[src/rtl/fir_decim_sat.sv]
// fir_decim_sat: keep 1 of N FIR sums, round/shift/saturate, buffer in a FWFT FIFO.
// Optional round-half-up scaling via FIR_DECIM_ROUND_EN (truncation when undefined).
module fir_decim_sat #(
  parameter real TCQ        = 0.1,
  parameter int  DIN_WIDTH  = 48,
  parameter int  DOUT_WIDTH = 16,
  parameter int  FIFO_DEPTH = 16
) (
  input  logic                  clk_i,
  input  logic                  rst_n_i,
  input  logic                  clr_i,
  input  logic [7:0]            decim_num_i,
  input  logic [5:0]            shift_i,
  input  logic [DIN_WIDTH-1:0]  s_axis_tdata_i,
  input  logic                  s_axis_tvalid_i,
  output logic                  s_axis_tready_o,
  output logic [DOUT_WIDTH-1:0] m_axis_tdata_o,
  output logic                  m_axis_tvalid_o,
  input  logic                  m_axis_tready_i,
  output logic [15:0]           drop_cnt_o,
  output logic                  ovf_o
);
  localparam int AW = $clog2(FIFO_DEPTH);

  if (FIFO_DEPTH != (1 << AW) || TCQ < 0.0) begin : g_bad_param
    $error("fir_decim_sat: FIFO_DEPTH must be a power of 2 and TCQ non-negative");
  end

  logic                  r_ready, r_s1_v, r_s2_v, r_ovf;
  logic [7:0]            r_phase;
  logic [DIN_WIDTH:0]    r_s1;
  logic [DOUT_WIDTH-1:0] r_s2;
  logic [AW:0]           r_wptr, r_rptr;
  logic [15:0]           r_drop;
  logic [DOUT_WIDTH-1:0] r_mem [FIFO_DEPTH];

  logic                  w_acc, w_ph0, w_keep, w_sat, w_empty, w_full, w_rd, w_wr, w_drop;
  logic [7:0]            w_cur, w_phase_nxt;
  logic [DIN_WIDTH:0]    w_round, w_sum, w_sh;

  // A phase left above decim_num_i by a mid-stream change restarts at 0.
  assign w_acc       = s_axis_tvalid_i & r_ready;
  assign w_ph0       = (r_phase == 8'd0) || (r_phase > decim_num_i);
  assign w_cur       = w_ph0 ? 8'd0 : r_phase;
  assign w_phase_nxt = (w_cur >= decim_num_i) ? 8'd0 : w_cur + 8'd1;
  assign w_keep      = w_acc & w_ph0;

`ifdef FIR_DECIM_ROUND_EN
  assign w_round = (shift_i != 6'd0) ? ({{DIN_WIDTH{1'b0}}, 1'b1} << (shift_i - 6'd1)) : '0;
`else
  assign w_round = '0;
`endif
  assign w_sum = {1'b0, s_axis_tdata_i} + w_round;
  assign w_sh  = r_s1 >> shift_i;
  assign w_sat = |w_sh[DIN_WIDTH:DOUT_WIDTH];

  // Extra pointer bit distinguishes full from empty.
  assign w_empty = r_wptr == r_rptr;
  assign w_full  = (r_wptr ^ r_rptr) == {1'b1, {AW{1'b0}}};
  assign w_rd    = !w_empty & m_axis_tready_i;
  assign w_wr    = r_s2_v & (!w_full | w_rd);
  assign w_drop  = r_s2_v & w_full & !w_rd;

  assign s_axis_tready_o = r_ready;
  assign m_axis_tvalid_o = !w_empty;
  assign m_axis_tdata_o  = w_empty ? '0 : r_mem[r_rptr[AW-1:0]];
  assign drop_cnt_o      = r_drop;
  assign ovf_o           = r_ovf;

  always_ff @(posedge clk_i or negedge rst_n_i) begin
    if (!rst_n_i) begin
      r_ready <= 1'b0;
      r_phase <= '0;
      r_s1_v  <= 1'b0;
      r_s2_v  <= 1'b0;
      r_s1    <= '0;
      r_s2    <= '0;
      r_wptr  <= '0;
      r_rptr  <= '0;
      r_drop  <= '0;
      r_ovf   <= 1'b0;
    end else begin
      r_ready <= 1'b1;
      if (clr_i) begin
        r_phase <= '0;
        r_s1_v  <= 1'b0;
        r_s2_v  <= 1'b0;
        r_wptr  <= '0;
        r_rptr  <= '0;
        r_drop  <= '0;
        r_ovf   <= 1'b0;
      end else begin
        if (w_acc) r_phase <= w_phase_nxt;
        r_s1_v <= w_keep;
        r_s2_v <= r_s1_v;
        if (w_keep) r_s1 <= w_sum;
        if (r_s1_v) r_s2 <= w_sat ? '1 : w_sh[DOUT_WIDTH-1:0];
        if (r_s1_v && w_sat) r_ovf <= 1'b1;
        if (w_wr) r_wptr <= r_wptr + (AW+1)'(1);
        if (w_rd) r_rptr <= r_rptr + (AW+1)'(1);
        if (w_drop && r_drop != 16'hFFFF) r_drop <= r_drop + 16'd1;
      end
    end
  end

  always_ff @(posedge clk_i) begin
    if (w_wr) r_mem[r_wptr[AW-1:0]] <= r_s2;
  end
endmodule

[config.mk]
export PLATFORM = sky130hd
export DESIGN_NAME = fir_decim_sat
export DESIGN_NICKNAME = d
export VERILOG_FILES = /design/src/rtl/fir_decim_sat.sv
export SDC_FILE = /design/constraint.sdc
export NUM_CORES = 1
export LEC_CHECK = 0
export BUFFER_PORTS_ARGS = -buffer_cell sky130_fd_sc_hd__buf_2
export CAP_MARGIN = 20
export CORE_MARGIN = 8
export CORE_UTILIZATION = 30
export CTS_CLUSTER_DIAMETER = 80
export DETAILED_ROUTE_END_ITERATION = 16
export PLACE_DENSITY = 0.55
export SLEW_MARGIN = 20
export SYNTH_ARGS = -nofsm -noshare
export SYNTH_HDL_FRONTEND = slang
export SYNTH_SLANG_ARGS = --single-unit
[constraint.sdc]
create_clock -name clk_i -period 8.05 [get_ports clk_i]
set_input_delay 1.61 -clock clk_i [delete_from_list [all_inputs] [get_ports clk_i]]
set_output_delay 1.61 -clock clk_i [all_outputs]
set_load 0.02 [all_outputs]
==> results of run 1 <==
==> power groups by stage <==
stage                     clock network [uW]  registers [uW]  logic [uW]
final                                   1850            2550         820
after global routing                    1970            2580         887
after CTS                               1910            2550         823
after detailed placement                   0            2590         819
after global placement                     0            2570         821
after floorplan                            0            2430         625
==> cells by family after synthesis <==
kind of cell	synth area share, %
adders and majority gates	1.627
other	0.02121
AOI/OAI and AO/OA	6.509
muxes	21.73
buffers and inverters	2.625
and+or+nand+nor	8.356
DFF	57.90
xor gates and xnor gates	1.231
==> layer usage <==
layer,share of wire (%),vias up,wire length (um)
li1,-,4890,-
met1,44,5446,19870
met2,49,258,22020
met3,4.4,72,1994
met4,2.6,0,1182
met5,0,-,0
==> critical path: stages, from the launching register on <==
cell	delay, ns
sky130_fd_sc_hd__dfrtp_4	0.94
sky130_fd_sc_hd__buf_4	0.67
sky130_fd_sc_hd__mux4_2	0.59
sky130_fd_sc_hd__mux4_1	0.52
sky130_fd_sc_hd__nor2b_1	0.14
sky130_fd_sc_hd__buf_2	0.17
==> sequential cells by signal, indices dropped and copies added, names as in the netlist <==
register and cells:
r_phase 8, r_s2 16, r_rptr 5, drop_cnt_o 16, r_s1_v 1, r_mem 256
s_axis_tready_o 1, r_s1 48, r_wptr 5, ovf_o 1, r_s2_v 1
==> area by class of cell <==
cell class / instances / area, um2
fill: 5667 / 38350
sequential: 358 / 10240
multi-input combinational: 730 / 7013
clock buffer: 58 / 1100
tap: 773 / 967.2
timing repair buffer: 124 / 683.2
clock inverter: 16 / 234.0
inverter: 25 / 93.84
==> through the flow <==
step                      util, %  power (uW)  instance area (um2)
after floorplan                 -        3055                17680
after global placement      32.37        3391                19000
after detailed placement    32.38        3407                19000
after CTS                   34.65        5285                20340
after global routing        34.65        5445                20340
final                       34.65        5223                20340
==> cells in the final DEF, fill, tap and decap left out, types with 22 or more instances in the layout <==
master / instances
sky130_fd_sc_hd__nand2_1: 88
sky130_fd_sc_hd__nor2_1: 64
sky130_fd_sc_hd__clkbuf_16: 41
sky130_fd_sc_hd__buf_4: 25
sky130_fd_sc_hd__buf_2: 99
sky130_fd_sc_hd__nor2b_1: 28
sky130_fd_sc_hd__mux4_2: 123
sky130_fd_sc_hd__dfrtp_1: 100
sky130_fd_sc_hd__mux2_2: 66
sky130_fd_sc_hd__inv_1: 22
sky130_fd_sc_hd__o21ai_0: 35
sky130_fd_sc_hd__mux2i_1: 25
sky130_fd_sc_hd__ha_1: 23
sky130_fd_sc_hd__a21oi_1: 45
sky130_fd_sc_hd__edfxtp_1: 256
==> worst max path at each step <==
stage	from	endpoint	slack [ns]
after detailed placement	shift_i[0]	r_s2[2]$_DFFE_PN0P_	2.70
after global routing	r_rptr[0]$_DFFE_PN0P_	m_axis_tdata_o[3]	2.54
final	r_rptr[0]$_DFFE_PN0P_	m_axis_tdata_o[3]	2.83
after CTS	r_rptr[0]$_DFFE_PN0P_	m_axis_tdata_o[1]	2.67
after global placement	decim_num_i[1]	r_phase[5]$_DFFE_PN0P_	2.57
after floorplan	decim_num_i[1]	r_phase[6]$_DFFE_PN0P_	3.33
==> impl_metrics.json, run 1 <==
{
  "grt_pass1_vias": 10839,
  "place_ws_ns": 2.700,
  "share_comb_of_total_power_pct": 15.7,
  "cts_tree": "built",
  "hold_buffers": 0,
  "final_antenna_net_count": 0,
  "grtUsageTotal_pct": 13.19,
  "cts.root.buffer_cell": "sky130_fd_sc_hd__clkbuf_16",
  "synth_fp_nets": 1284,
  "netlist-cell-type-count": 68,
  "r2r_setup_slk_ns": 4.13,
  "synth_sequential_area_ratio_pct": 57.90,
  "post-route-period-util_pct": 64.88,
  "maxCapViolCount": 0,
  "worst_path_class_setup": "register to output pin",
  "effective_utilization_at_floorplan_pct": 30.13,
  "internal_power_uw": 3771,
  "synth_area_leaders": "sky130_fd_sc_hd__edfxtp_1 43%, sky130_fd_sc_hd__mux4_2 16%, sky130_fd_sc_hd__dfrtp_1 14%",
  "worstHoldEndpoint": "ovf_o$_DFFE_PN0P_",
  "globalRouteMet3Util_pct": 2.091,
  "synth.most_common_cell": "sky130_fd_sc_hd__edfxtp_1",
  "share_of_layout_cells_above_drive_strength_1_pct": 29.52,
  "detail_route.iter0.violations": 733,
  "synth_top_cell_area_share_pct": 43.47,
  "die_area_mm2": 0.06697,
  "layoutNonFillerInstCount": 2084,
  "met1_usage_pct": 17.78,
  "gp_routability_congestion": 0.8976,
  "synth_area_leader_cell": "sky130_fd_sc_hd__edfxtp_1",
  "hpwlAfterDp_um": 29360,
  "p_leak_uw": 0.007141,
  "fin_tns_setup_ns": 0,
  "ctsLongestPathBuffers": 3,
  "numClockSinks": 358,
  "timing.rr.start": "r_phase[1]$_DFFE_PN0P_",
  "num_antenna_cells": 0,
  "holdPathStages": 2,
  "critical_path_required_ns": 6.44,
  "worst_setup_path_end_kind": "output pin",
  "synthesis_warnings": 0,
  "max_slew_margin_pct": 29.96,
  "grt_start_max_net_pins": 78,
  "synth.avg_cell_area_um2": 14.81,
  "synth_seq_cells": 358,
  "switching_share_pct": 27.80,
  "routed_wirelength_um": 45070,
  "globalRouteOverflowTotal": 0,
  "yosys_most_used_dff": "sky130_fd_sc_hd__edfxtp_1",
  "asyncSetResetFlopFracSynth_pct": 28.49,
  "post-cts-setup-buffers": 0,
  "r2r_cells": 15,
  "placementRows": 89,
  "io_pins": 102,
  "chipHeight_um": 258.8,
  "htree_num_levels": 2,
  "post_route_skew_ns": 0.02028,
  "grt_antenna_before_repair": 1,
  "wl_per_cell_um": 21.63,
  "yosys-top-cells-count": "256 x sky130_fd_sc_hd__edfxtp_1, 123 x sky130_fd_sc_hd__mux4_2, 102 x sky130_fd_sc_hd__dfrtp_1, 88 x sky130_fd_sc_hd__nand2_1, 66 x sky130_fd_sc_hd__mux2_2",
  "final_max_slew_viol_count": 0,
  "cts-buffers-inserted": 40,
  "via_count": 10666,
  "hold_viol": 0,
  "core-area_mm2": 0.05869,
  "switching_power_uw": 1452,
  "setup_viol_count_final": 0,
  "min_path_type": "register to register",
  "grt_pass1_wl_um": 68360,
  "clk_pin_slew_ns": 0.05,
  "power.share.sequential_pct": 48.8,
  "critical_path_arrival_ns": 3.61,
  "final.setup.worst_slack_ns": 2.827,
  "max_clock_freq_mhz": 191.5,
  "area_growth_syn_to_layout_pct": 14.99,
  "global_route.peak_usage_layer": "met2",
  "count_of_instances_resized_after_the_clock_tree_is_built": 0,
  "finish.net_count": 1369,
  "max_slew.worst_pin.slew_ns": 1.051,
  "globalRouteMet2Util_pct": 21.64,
  "placement.io_buffers": 101,
  "synth_cells": 1194,
  "peakVddDrop_v": 0.0001597,
  "power.share.clock_pct": 35.5,
  "worstHoldStart": "ovf_o$_DFFE_PN0P_",
  "route.detailed.vias_per_inst": 5.118,
  "crit_fanout": 37,
  "placed_cells": 2010,
  "latest_clock_arrival_within_the_worst_skew_pair_ns": 0.56,
  "post-route-drc-count": 0,
  "status": "finished clean",
  "unrepaired_setup_endpoints_after_global_routing": "no",
  "period_minus_slack_ns": 5.223,
  "worst_setup_path_start_kind": "register",
  "synth_edf_count": 256,
  "fp.dieW_um": 258.8,
  "powerDensity_mw_per_mm2": 256.8,
  "drtPass1Iterations": 5,
  "critical_path.reg2reg.endpoint": "r_phase[4]$_DFFE_PN0P_",
  "syn-cell-area_mm2": 0.01768,
  "hold_ws_ns": 0.5275
}
(Power assumes the default switching activity.)
==> run 2: changes to the inputs <==
==> constraint.sdc (replaced) <==
create_clock -name clk_i -period 5.5 [get_ports clk_i]
set_input_delay 1.1 -clock clk_i [delete_from_list [all_inputs] [get_ports clk_i]]
set_output_delay 1.1 -clock clk_i [all_outputs]
set_load 0.02 [all_outputs]
==> impl_metrics.json, run 2 (synthesis gave the netlist of run 1 again) <==
{
  "timing.rr.start": "r_phase[1]$_DFFE_PN0P_",
  "layout_commonest_cell": "sky130_fd_sc_hd__edfxtp_1",
  "critPathTopFamily": "multiplexers",
  "clk_pin_slew_ns": 0.06,
  "chipHeight_um": 258.8,
  "final_max_slew_viol_count": 0,
  "globalRouteOverflowTotal": 0,
  "drtPass1Iterations": 7,
  "r2r_setup_slk_ns": 1.77,
  "maxCapViolCount": 0,
  "route.detailed.vias_per_inst": 5.217,
  "critPathMostFrequentCell": "sky130_fd_sc_hd__mux4_2",
  "worst_path_class_setup": "register to output pin",
  "placementRows": 89,
  "ctsLongestPathBuffers": 3,
  "cts.root.buffer_cell": "sky130_fd_sc_hd__clkbuf_16",
  "worst_setup_path_end_kind": "output pin",
  "gp_routability_congestion": 0.9224,
  "effective_utilization_at_floorplan_pct": 30.13,
  "die_area_mm2": 0.06697,
  "fp.dieW_um": 258.8,
  "routed_wirelength_um": 45290,
  "multi_input_comb_area_mm2": 0.007008,
  "powerDensity_mw_per_mm2": 371.0,
  "register_area_mm2": 0.01024,
  "post-cts-setup-buffers": 0,
  "max_slew.worst_pin.slew_ns": 0.9942,
  "peakVddDrop_v": 0.0002572,
  "p_leak_uw": 0.007180,
  "place_ws_ns": 0.7831,
  "area_growth_syn_to_layout_pct": 15.20,
  "hpwlAfterDp_um": 29660,
  "placement.io_buffers": 101,
  "critical_path_arrival_ns": 3.21,
  "via_count": 10898,
  "worstHoldStart": "ovf_o$_DFFE_PN0P_",
  "period_minus_slack_ns": 4.310,
  "unrepaired_setup_endpoints_after_global_routing": "no",
  "final_core_utilization_pct": 34.71,
  "min_path_type": "register to register",
  "grt_pass1_wl_um": 69790,
  "largest_register_ffs": 256,
  "detail_route.iter0.violations": 918,
  "grt_pass1_vias": 11067,
  "share_of_layout_cells_above_drive_strength_1_pct": 30.17,
  "final.fill_count": 5685,
  "total_power_uw": 7557,
  "grtUsageTotal_pct": 13.36,
  "crit_fanout": 30,
  "fin_tns_setup_ns": 0,
  "htree_num_levels": 2,
  "worst_setup_path_start_kind": "register",
  "cts_tree": "built",
  "post_route_skew_ns": 0.02851,
  "status": "finished clean",
  "cp_slowest_cell": "sky130_fd_sc_hd__dfrtp_4",
  "critical_path.startpoint": "r_rptr[0]$_DFFE_PN0P_",
  "critical_path_required_ns": 4.40,
  "grt_antenna_before_repair": 0,
  "grt_start_max_net_pins": 78,
  "hold_viol": 0,
  "finish.net_count": 1380,
  "max_clock_freq_mhz": 232.0,
  "post-route-period-util_pct": 78.37,
  "hold_buffers": 0,
  "wl_per_cell_um": 21.68,
  "final.setup.worst_slack_ns": 1.190,
  "num_antenna_cells": 0,
  "setup_viol_count_final": 0,
  "path_cells": "buf_4 -> mux4_2 -> mux4_2 -> nor2b_1 -> buf_2",
  "mostFrequentLayoutCells": "256 x sky130_fd_sc_hd__edfxtp_1, 123 x sky130_fd_sc_hd__mux4_2, 100 x sky130_fd_sc_hd__dfrtp_1, 99 x sky130_fd_sc_hd__buf_2, 88 x sky130_fd_sc_hd__nand2_1",
  "worst_path_largest_cell_delay_ns": 0.83,
  "post-route-drc-count": 0,
  "cts-buffers-inserted": 40,
  "count_of_instances_resized_after_the_clock_tree_is_built": 0,
  "critical_path_buf_inv_count": 2,
  "max_slew_margin_pct": 33.72,
  "io_pins": 102,
  "latest_clock_arrival_within_the_worst_skew_pair_ns": 0.58,
  "numClockSinks": 358,
  "core-area_mm2": 0.05869,
  "final_antenna_net_count": 0
}
[run 2: worst register-to-register path, cell delays in order (launching register included)]
cell,delay [ns]
sky130_fd_sc_hd__dfrtp_1,0.44
sky130_fd_sc_hd__ha_1,0.31
sky130_fd_sc_hd__nor2b_1,0.13
sky130_fd_sc_hd__o21a_1,0.16
sky130_fd_sc_hd__o21a_1,0.16
sky130_fd_sc_hd__o21bai_1,0.12
sky130_fd_sc_hd__a21oi_1,0.08
sky130_fd_sc_hd__buf_4,0.18
sky130_fd_sc_hd__nand2b_1,0.17
sky130_fd_sc_hd__ha_1,0.27
sky130_fd_sc_hd__nand2b_1,0.14
sky130_fd_sc_hd__a21o_1,0.17
sky130_fd_sc_hd__a21o_1,0.17
sky130_fd_sc_hd__a211oi_1,0.25
sky130_fd_sc_hd__o21a_1,0.16
sky130_fd_sc_hd__nor3_1,0.05
sky130_fd_sc_hd__buf_4,0.18
sky130_fd_sc_hd__o311ai_0,0.37
sky130_fd_sc_hd__o21a_1,0.18
[run 2: layout make-up]
cell class / instances / area share, %
clock inverters: 13 / 1.007
multi-input cells: 730 / 34.40
inverters: 25 / 0.4606
well taps: 773 / 4.748
flip-flops and latches: 358 / 50.29
clock buffers: 55 / 5.337
repair buffers: 135 / 3.759
[run 2: worst paths after layout]
kind | depth (start not counted) | to
worst max-delay path | 5 | m_axis_tdata_o[14]
worst min-delay path | 2 | ovf_o$_DFFE_PN0P_
worst max register to register | 18 | r_phase[5]$_DFFE_PN0P_
worst min register to register | 2 | ovf_o$_DFFE_PN0P_
max in group asynchronous | 2 | r_rptr[0]$_DFFE_PN0P_
min in group asynchronous | 1 | r_s1[36]$_DFFE_PN0P_
[run 2: through the flow]
stage	std cells	area, um2	hold WS (ns)
after floorplan	1194	17680	0.4760
after global placement	2021	19080	0.5185
after detailed placement	2021	19080	0.5177
after CTS	2089	20370	0.5265
after global routing	2089	20370	0.5674
final	2089	20370	0.5203
[run 2: where the power goes]
part	switching (uW)	internal, uW
registers	473	3280
clock network	1100	1540
logic	567	602
total	2140	5420
[run 2: routing by layer]
layer	track usage, %	routed length [um]	up-vias	share of wire (%)
li1	-	-	4887	-
met1	18.28	20160	5607	45
met2	21.34	21410	318	47
met3	2.198	2339	86	5.2
met4	4.781	1386	0	3.1
met5	0	0	-	0
